[config.mk]
export PLATFORM = sky130hd
export DESIGN_NAME = video_stim_gen
export DESIGN_NICKNAME = d
export VERILOG_FILES = /design/src/rtl/video_stim_gen.sv
export SDC_FILE = /design/constraint.sdc
export NUM_CORES = 1
export LEC_CHECK = 0
export ABC_AREA = 1
export CORE_ASPECT_RATIO = 0.6
export CORE_MARGIN = 1
export CORE_UTILIZATION = 30
export CTS_BUF_LIST = sky130_fd_sc_hd__clkbuf_4
export DETAILED_ROUTE_END_ITERATION = 8
export GPL_ROUTABILITY_DRIVEN = 0
export PLACE_DENSITY = 0.53
export SLEW_MARGIN = 20
export SYNTH_ARGS = -nofsm -noshare
export SYNTH_HDL_FRONTEND = slang
export SYNTH_SLANG_ARGS = --single-unit
[constraint.sdc]
create_clock -name clk -period 3.58 [get_ports clk]
set_input_delay 0.537 -clock clk [delete_from_list [all_inputs] [get_ports clk]]
set_output_delay 0.537 -clock clk [all_outputs]
set_load 0.02 [all_outputs]
[src/rtl/video_stim_gen.sv]
// rtl/video_stim_gen.sv - raster video test-pattern generator with sync and frame control
module video_stim_gen #(
  parameter int PIXEL_WIDTH     = 8,
  parameter int CHANNEL_COUNT   = 1,
  parameter int SIZE_WIDTH      = 13,
  parameter int FRAME_CNT_WIDTH = 8
) (
  input  logic                                 clk,
  input  logic                                 rst,
  input  logic [SIZE_WIDTH-1:0]                reg_w,
  input  logic [SIZE_WIDTH-1:0]                reg_h,
  input  logic [3:0]                           reg_de_period,
  input  logic [SIZE_WIDTH-1:0]                reg_hblank,
  input  logic [SIZE_WIDTH-1:0]                reg_vblank,
  input  logic [1:0]                           reg_mode,
  input  logic [PIXEL_WIDTH-1:0]               reg_const,
  input  logic [FRAME_CNT_WIDTH-1:0]           reg_frame_count,
  input  logic                                 start,
  input  logic                                 stop,
  output logic [PIXEL_WIDTH*CHANNEL_COUNT-1:0] do_o,
  output logic                                 de_o,
  output logic                                 hs_o,
  output logic                                 vs_o,
  output logic                                 busy_o,
  output logic                                 done_o
);

  typedef enum logic [1:0] {S_IDLE, S_ACTIVE, S_HBLANK, S_VBLANK} state_t;

  state_t state, state_next;

  logic [SIZE_WIDTH-1:0]      lat_w, lat_h, lat_hb, lat_vb;
  logic [3:0]                 lat_p;
  logic [1:0]                 lat_mode;
  logic [PIXEL_WIDTH-1:0]     lat_const;
  logic [FRAME_CNT_WIDTH-1:0] lat_fc;

  logic [SIZE_WIDTH-1:0]      x, y, blank_cnt;
  logic [3:0]                 slot_cnt;
  logic [FRAME_CNT_WIDTH-1:0] frame_cnt;
  logic                       stop_flag;

  logic [3:0]                 p_eff;
  logic [SIZE_WIDTH-1:0]      hb_eff, vb_eff;
  logic                       launch, slot_last, line_end, hb_last, vb_last, last_line, finish;
  logic [FRAME_CNT_WIDTH-1:0] frame_next;

  logic [PIXEL_WIDTH*CHANNEL_COUNT-1:0] do_n;
  logic [PIXEL_WIDTH-1:0]               pattern;
  logic                                 de_n, hs_n, vs_n, busy_n, done_n;

  // Zero periods/gaps behave as one cycle; derived end-of-segment conditions
  always_comb begin
    p_eff      = (lat_p == 4'd0) ? 4'd1 : lat_p;
    hb_eff     = (lat_hb == '0) ? SIZE_WIDTH'(1) : lat_hb;
    vb_eff     = (lat_vb == '0) ? SIZE_WIDTH'(1) : lat_vb;
    launch     = start && (reg_w != '0) && (reg_h != '0);
    slot_last  = (slot_cnt == p_eff - 4'd1);
    line_end   = slot_last && (x == lat_w - SIZE_WIDTH'(1));
    hb_last    = (blank_cnt == hb_eff - SIZE_WIDTH'(1));
    vb_last    = (blank_cnt == vb_eff - SIZE_WIDTH'(1));
    last_line  = (y == lat_h - SIZE_WIDTH'(1));
    frame_next = frame_cnt + FRAME_CNT_WIDTH'(1);
    // A stop arriving on the very last gap cycle still belongs to this frame
    finish     = vb_last && (((lat_fc != '0) && (frame_next == lat_fc)) || stop_flag || stop);
  end

  // State register plus the counters and latched configuration that travel with it
  always_ff @(posedge clk) begin
    if (rst) begin
      state     <= S_IDLE;
      x         <= '0;
      y         <= '0;
      blank_cnt <= '0;
      slot_cnt  <= '0;
      frame_cnt <= '0;
      stop_flag <= 1'b0;
      lat_w     <= '0;
      lat_h     <= '0;
      lat_hb    <= '0;
      lat_vb    <= '0;
      lat_p     <= '0;
      lat_mode  <= '0;
      lat_const <= '0;
      lat_fc    <= '0;
    end else begin
      state <= state_next;
      case (state)
        S_IDLE: begin
          stop_flag <= launch && stop;
          if (launch) begin
            lat_w     <= reg_w;
            lat_h     <= reg_h;
            lat_hb    <= reg_hblank;
            lat_vb    <= reg_vblank;
            lat_p     <= reg_de_period;
            lat_mode  <= reg_mode;
            lat_const <= reg_const;
            lat_fc    <= reg_frame_count;
            x         <= '0;
            y         <= '0;
            slot_cnt  <= '0;
            blank_cnt <= '0;
            frame_cnt <= '0;
          end
        end
        S_ACTIVE: begin
          stop_flag <= stop_flag || stop;
          if (slot_last) begin
            slot_cnt <= '0;
            x        <= line_end ? '0 : x + SIZE_WIDTH'(1);
          end else begin
            slot_cnt <= slot_cnt + 4'd1;
          end
        end
        S_HBLANK: begin
          stop_flag <= stop_flag || stop;
          if (hb_last) begin
            blank_cnt <= '0;
            if (!last_line) y <= y + SIZE_WIDTH'(1);
          end else begin
            blank_cnt <= blank_cnt + SIZE_WIDTH'(1);
          end
        end
        default: begin
          stop_flag <= stop_flag || stop;
          if (vb_last) begin
            blank_cnt <= '0;
            y         <= '0;
            frame_cnt <= frame_next;
            if (finish) stop_flag <= 1'b0;
          end else begin
            blank_cnt <= blank_cnt + SIZE_WIDTH'(1);
          end
        end
      endcase
    end
  end

  // Next-state selection
  always_comb begin
    state_next = state;
    case (state)
      S_IDLE:   if (launch) state_next = S_ACTIVE;
      S_ACTIVE: if (line_end) state_next = S_HBLANK;
      S_HBLANK: if (hb_last) state_next = last_line ? S_VBLANK : S_ACTIVE;
      default:  if (vb_last) state_next = finish ? S_IDLE : S_ACTIVE;
    endcase
  end

  // Output values for the next cycle, derived from the current state and position
  always_comb begin
    case (lat_mode)
      2'd0:    pattern = PIXEL_WIDTH'(x);
      2'd1:    pattern = PIXEL_WIDTH'(y);
      2'd2:    pattern = PIXEL_WIDTH'(x) + PIXEL_WIDTH'(y);
      default: pattern = lat_const;
    endcase
    de_n   = (state == S_ACTIVE) && slot_last;
    hs_n   = (state != S_ACTIVE);
    vs_n   = (state == S_ACTIVE) || ((state == S_HBLANK) && !last_line);
    busy_n = (state != S_IDLE);
    done_n = (state == S_VBLANK) && finish;
    do_n   = do_o;
    if (de_n) begin
      for (int c = 0; c < CHANNEL_COUNT; c++) begin
        do_n[c*PIXEL_WIDTH +: PIXEL_WIDTH] = pattern + PIXEL_WIDTH'(c);
      end
    end
  end

  // Output register stage
  always_ff @(posedge clk) begin
    if (rst) begin
      do_o   <= '0;
      de_o   <= 1'b0;
      hs_o   <= 1'b1;
      vs_o   <= 1'b0;
      busy_o <= 1'b0;
      done_o <= 1'b0;
    end else begin
      do_o   <= do_n;
      de_o   <= de_n;
      hs_o   <= hs_n;
      vs_o   <= vs_n;
      busy_o <= busy_n;
      done_o <= done_n;
    end
  end

endmodule

# ---- Yosys cells after proc, flatten, opt, wreduce, memory -nomap -nowiden
# Index checks and enable logic that the tools add are counted.
dict set report classes {
  addsub 11
  reduce_logical 35
  n_mux 31
  eq_ne 17
  bitwise_logic 2
}
# cell n
set op_table {}
lappend op_table {{13-bit two-way mux} 10}
lappend op_table {{13-bit one-hot mux with 3 select lines} 2}
lappend op_table {{13-bit equality test} 4}
lappend op_table {{13-bit by 1-bit subtractor with 13-bit output (second input constant)} 4}
lappend op_table {{13-bit by 1-bit adder with 13-bit output (second input constant)} 3}
lappend op_table {{13-bit logical NOT} 2}
lappend op_table {{13-bit one-hot mux with 2 select lines} 1}
lappend op_table {{13-bit nonzero test} 2}
lappend op_table {{8-bit one-hot mux with 3 select lines} 1}
lappend op_table {{8-bit two-way mux} 2}
lappend op_table {{8-bit one-hot mux with 2 select lines} 1}
lappend op_table {{4-bit two-way mux} 3}
lappend op_table {{2-bit two-way mux} 5}
lappend op_table {{2-bit != test (second input constant)} 5}
lappend op_table {{1-bit logical AND} 9}
lappend op_table {{8-bit by 1-bit adder with 8-bit output (second input constant)} 1}
lappend op_table {{8-bit adder} 1}
lappend op_table {{8-bit equality test} 1}
lappend op_table {{4-bit one-hot mux with 2 select lines} 1}
lappend op_table {{8-bit nonzero test} 1}
lappend op_table {{2-bit equality test (second input constant)} 3}
lappend op_table {{2-bit one-hot mux with 3 select lines} 1}
lappend op_table {{2-bit AND reduction} 3}
lappend op_table {{3-bit AND reduction} 2}
lappend op_table {{18 further kinds} 28}
dict set report totals {
  output_inout_bits 13
  regBits 141
}

# ---- Logic depth before layout (Yosys ltp)
dict set report depth {
  depth_word 9
  mapped_depth 25
}

# ---- Worst setup path before layout
# OpenSTA, ideal clock, no wires.
dict set report synth_path {
  kind {flip-flop to flip-flop}
  start {register lat_vb[2]}
  end {register y[7]}
  period_less_slack_ns 2.516
  setup_ns 0.132
  required_ns 3.448
  setup_slack_ns 1.064
  path_stages_with_launch 23
  arrival_time_ns 2.383
  cell_sequence {dfxtp_1 -> nor2_2 -> inv_1 -> nor2_1 -> nand2_4 -> nand2_1 -> inv_1 -> ha_1 -> xor2_1 -> nand2_1 -> nor2_1 -> nand2_1 -> nor2_1 -> nand2_1 -> nor2_1 -> nand2_1 -> nor2_2 -> nand3_2 -> nand2_4 -> nand3_4 -> buf_6 -> nand2_1 -> a21oi_1}
}
dict set report synth_between {
  elab_chain_cells 6
}
# item line_no
set synth_lines {}
lappend synth_lines {{from (decl)} 32} ;# logic [SIZE_WIDTH-1:0] lat_w, lat_h, lat_hb, lat_vb;
lappend synth_lines {{from (signal assigned)} 95} ;# lat_vb <= reg_vblank;
lappend synth_lines {{13-bit logical NOT} 56} ;# vb_eff = (lat_vb == '0) ? SIZE_WIDTH'(1) : lat_vb;
lappend synth_lines {{13-bit two-way mux *} 56}
lappend synth_lines {{13-bit by 1-bit subtractor with 13-bit output *} 61} ;# vb_last = (blank_cnt == vb_eff - SIZE_WIDTH'(1));
lappend synth_lines {{13-bit equality test *} 61}
lappend synth_lines {{3-bit nonzero test (no source line) *} -}
lappend synth_lines {{5-bit AND reduction (no source line) *} -}
lappend synth_lines {{to (signal assigned)} 120} ;# if (!last_line) y <= y + SIZE_WIDTH'(1);
lappend synth_lines {{to (decl)} 38} ;# logic [SIZE_WIDTH-1:0] x, y, blank_cnt;
# Every way passes the cells marked *; elsewhere a longest branch is shown, timed or not.
# A chain may end at the register's enable or synchronous reset.

# ---- Final worst setup path
dict set report layout_path {
  start {register lat_hb[4]}
  end {register blank_cnt[10]}
}
dict set report layout_between {
  elab_chain_cells 6
}
# item line_no
set layout_lines {}
lappend layout_lines {{from (decl)} 32}
lappend layout_lines {{from (signal assigned)} 94} ;# lat_hb <= reg_hblank;
lappend layout_lines {{13-bit logical NOT} 55} ;# hb_eff = (lat_hb == '0) ? SIZE_WIDTH'(1) : lat_hb;
lappend layout_lines {{13-bit two-way mux *} 55}
lappend layout_lines {{13-bit by 1-bit subtractor with 13-bit output *} 60} ;# hb_last = (blank_cnt == hb_eff - SIZE_WIDTH'(1));
lappend layout_lines {{13-bit equality test *} 60}
lappend layout_lines {{13-bit two-way mux *} 118} ;# if (hb_last) begin
lappend layout_lines {{13-bit one-hot mux with 3 select lines *} 88} ;# case (state)
lappend layout_lines {{to (signal assigned)} 122} ;# blank_cnt <= blank_cnt + SIZE_WIDTH'(1);
lappend layout_lines {{to (signal assigned)} 133} ;# blank_cnt <= blank_cnt + SIZE_WIDTH'(1);
lappend layout_lines {{to (decl)} 38}
# Marks and branches as above.

==> impl_metrics.yaml <==
synth:
  ys_top_cells_by_count: "279 x nand2_1, 169 x nor2_1, 154 x inv_1"
  synth_edf_count: 0
  syn_inst: 1332
  avgSynthCellArea_um2: 6.58
  synth_cell_types: 45
  synth_seq_area_share: 0.322
  synth_top_area_frac: 0.322
  yosysMostFrequentCell: "nand2_1"
  synthArstFlopShare: 0
  synth_area_um2: 8770
  yosysWarnings: 0
  synth-seq-cells: 141
  ys.flop_type: "dfxtp_1"
  synth_top_area_cell: "dfxtp_1"
  synth_area_leaders: "dfxtp_1 32%, nand2_1 12%, nor2_1 7.2%"
  mappedNetlistNets: 1433
sta:
  rsz0062_at_grt: "false"
  fin_worst_skew_ps: 16.8
  hold_viol: 0
  timing.setup.tns_ps: 0
  worst_slew_margin_rel: 0.593
  setup_viol: 0
  holdWs_ps: 472
  fin_crit_ps: 3060
  fmax_mhz: 327
  min_period_over_period: 0.855
  tightest_slew_ps: 609
  finalMaxSlewViolations: 0
die:
  fp.dieH_um: 134
  die_w_um: 223
  ios: 91
  initial_core_util: 0.305
  die_area_um2: 29900
  core_area_um2: 28700
  num_rows: 48
power:
  power_density_nw_per_um2: 641
  vdd_ir_drop_max_mv: 0.277
  p_total_mw: 6.66
  seqPwrFrac: 0.321
  power_frac_clock: 0.186
  p_int_mw: 3.46
  leakage_nw: 4.55
  p_comb_frac: 0.493
  p_sw_mw: 3.20
  p_sw_frac: 0.480
cells_and_area:
  nFillCells: 3088
  fin_nets: 1510
  design_area_um2: 10400
  area_delta_synth_final_pct: 18.4
  drive_above_1_share: 0.0717
  fin_cells: 1798
clocking:
  h-tree-depth: 4
  clkTransAtPathRegs_ps: 150
  numClockSinks: 141
  ctsHoldBuffers: 0
  ctsResizeCount: 0
  clkLatencyLatePin_ps: 620
  cts_tree: "built"
  root_buffer: "clkbuf_4"
  cts.path.max_buffers: 2
  cts-buffers-inserted: 17
  cts_setup_buffers: 0
status:
  status: "complete, no violations"
global_route:
  track_usage: 0.187
  gr-total-overflow: 0
  grt_max_degree: 53
  grt_pass1_wl_um: 43600
  grt_pass1_vias: 7828
  antenna_found_initial: 1
worst_setup_path:
  critPathSlowestCell: "dfxtp_1"
  path_delay_family: "simple AND/OR/NAND/NOR gates"
  cp.arrival_ps: 3590
  worstPathCellList: "nor2_2 -> nand2_2 -> nor2_2 -> nand2_4 -> nand2_2 -> inv_1 -> ha_1 -> inv_1 -> nor2_1 -> nand3_1 -> nand2_1 -> nand2_1 -> nand2_1 -> nand4_1 -> nor2_1 -> nand4_2 -> nand2_4 -> nand3_2 -> nand4_1 -> inv_1"
  worstPathMaxFanout: 18
  critPathBufInv: 3
  endpoint_kind: "register"
  slowest_delay_ps: 470
  required_ps: 4110
  cp-start-kind: "register"
  critPathKind: "register to register"
placed_design:
  place_inst: 1765
  port_buffers: 90
  post-dp-hpwl_um: 20800
  placed_area_um2: 10100
routing:
  drt_iter0_drc: 772
  drtPass1Iterations: 5
  postRouteAntennaNets: 0
  drc: 0
  wire_per_inst_um: 15.2
  route.vias.total: 8723
  routed_wirelength_um: 27400
  drt-vias-per-instance: 4.85
run:
  cap_violations: 0
min_path:
  min_path_type: "primary input to register"
[metrics by stage]
stage | worst slack, ps | utilization
after floorplan | 1060 | -
after global placement | 395 | 0.350
after detailed placement | 427 | 0.350
after CTS | 552 | 0.362
after global routing | 202 | 0.362
final | 519 | 0.362
[area by class of cell]
cell class | count | area (um^2) | area share
tap | 375 | 469 | 0.0452
clock inverter | 15 | 200 | 0.0193
inverter | 164 | 617 | 0.0594
sequential | 141 | 2820 | 0.272
antenna | 1 | 2.50 | 0.000241
timing repair buffer | 99 | 1010 | 0.0969
clock buffer | 17 | 128 | 0.0123
multi-input combinational | 986 | 5140 | 0.495
[power groups by stage]
| stage | sequential [mW] | clock, mW | combinational (mW) |
|---|---|---|---|
| global route | 2.18 | 1.34 | 3.71 |
| finish | 2.14 | 1.24 | 3.28 |
| detailed placement | 2.17 | 0 | 3.26 |
| CTS | 2.13 | 1.28 | 3.28 |
| floorplan | 2.11 | 0 | 2.46 |
| global placement | 2.17 | 0 | 3.26 |
[cell usage in the layout, fill, tap and decap left out, drive strengths merged, types with 22 or more instances in the layout]
cell type,n
nand2,288
nor2,189
inv,170
dfxtp,141
nand3,109
o21ai,108
a21oi,94
clkdlybuf4s50,90
nand4,50
xor2,48
ha,22
[flip-flops by register name (all words and copies together), names as in the netlist, 4 cells and up]
register	flops
lat_p	4
lat_w	13
blank_cnt	13
frame_cnt	8
x	13
slot_cnt	4
y	13
lat_vb	13
lat_h	13
lat_fc	8
do_o	8
lat_hb	13
lat_const	8
[path summary, 6_finish.rpt]
kind              cells past startpoint                    endpoint                    from  slack (ps)
setup / recovery                     20  blank_cnt[10]$_SDFFE_PP0P_  lat_hb[4]$_SDFFE_PP0P_         520
hold reg to reg                       2        do_o[6]$_SDFFE_PP0P_    do_o[6]$_SDFFE_PP0P_         480
hold / removal                        3     lat_vb[11]$_SDFFE_PP0P_          reg_vblank[11]         470
setup reg to reg                     20  blank_cnt[10]$_SDFFE_PP0P_  lat_hb[4]$_SDFFE_PP0P_         520
[layer usage]
layer	wire (um)	part of all wire	track usage
met5	0	0	0
met4	329	0.012	0.0460
met3	1950	0.071	0.0436
met2	10100	0.37	0.241
met1	15100	0.55	0.300
[cells by family (layout without fill, tap and decap cells)]
group                      count (synthesis)  after routing  share of synthesized area
and+or+nand+nor                          678            678                      0.354
xor gates and xnor gates                  63             63                     0.0629
other                                      0              1                          0
adders and majority gates                 23             23                     0.0337
buffers and inverters                    205            295                     0.0925
DFF                                      141            141                      0.322
AOI/OAI and AO/OA                        222            222                      0.135
[worst reg2reg max path: stages (launching register included)]
cell and delay (ps):
dfxtp_1 470, nor2_2 90, nand2_2 130, nor2_2 60, nand2_4 100, nand2_2 70, inv_1 60, ha_1 200
inv_1 70, nor2_1 260, nand3_1 140, nand2_1 90, nand2_1 50, nand2_1 70, nand4_1 90, nor2_1 190
nand4_2 150, nand2_4 220, nand3_2 280, nand4_1 150, inv_1 40
Power figures use the tool's default switching activity.
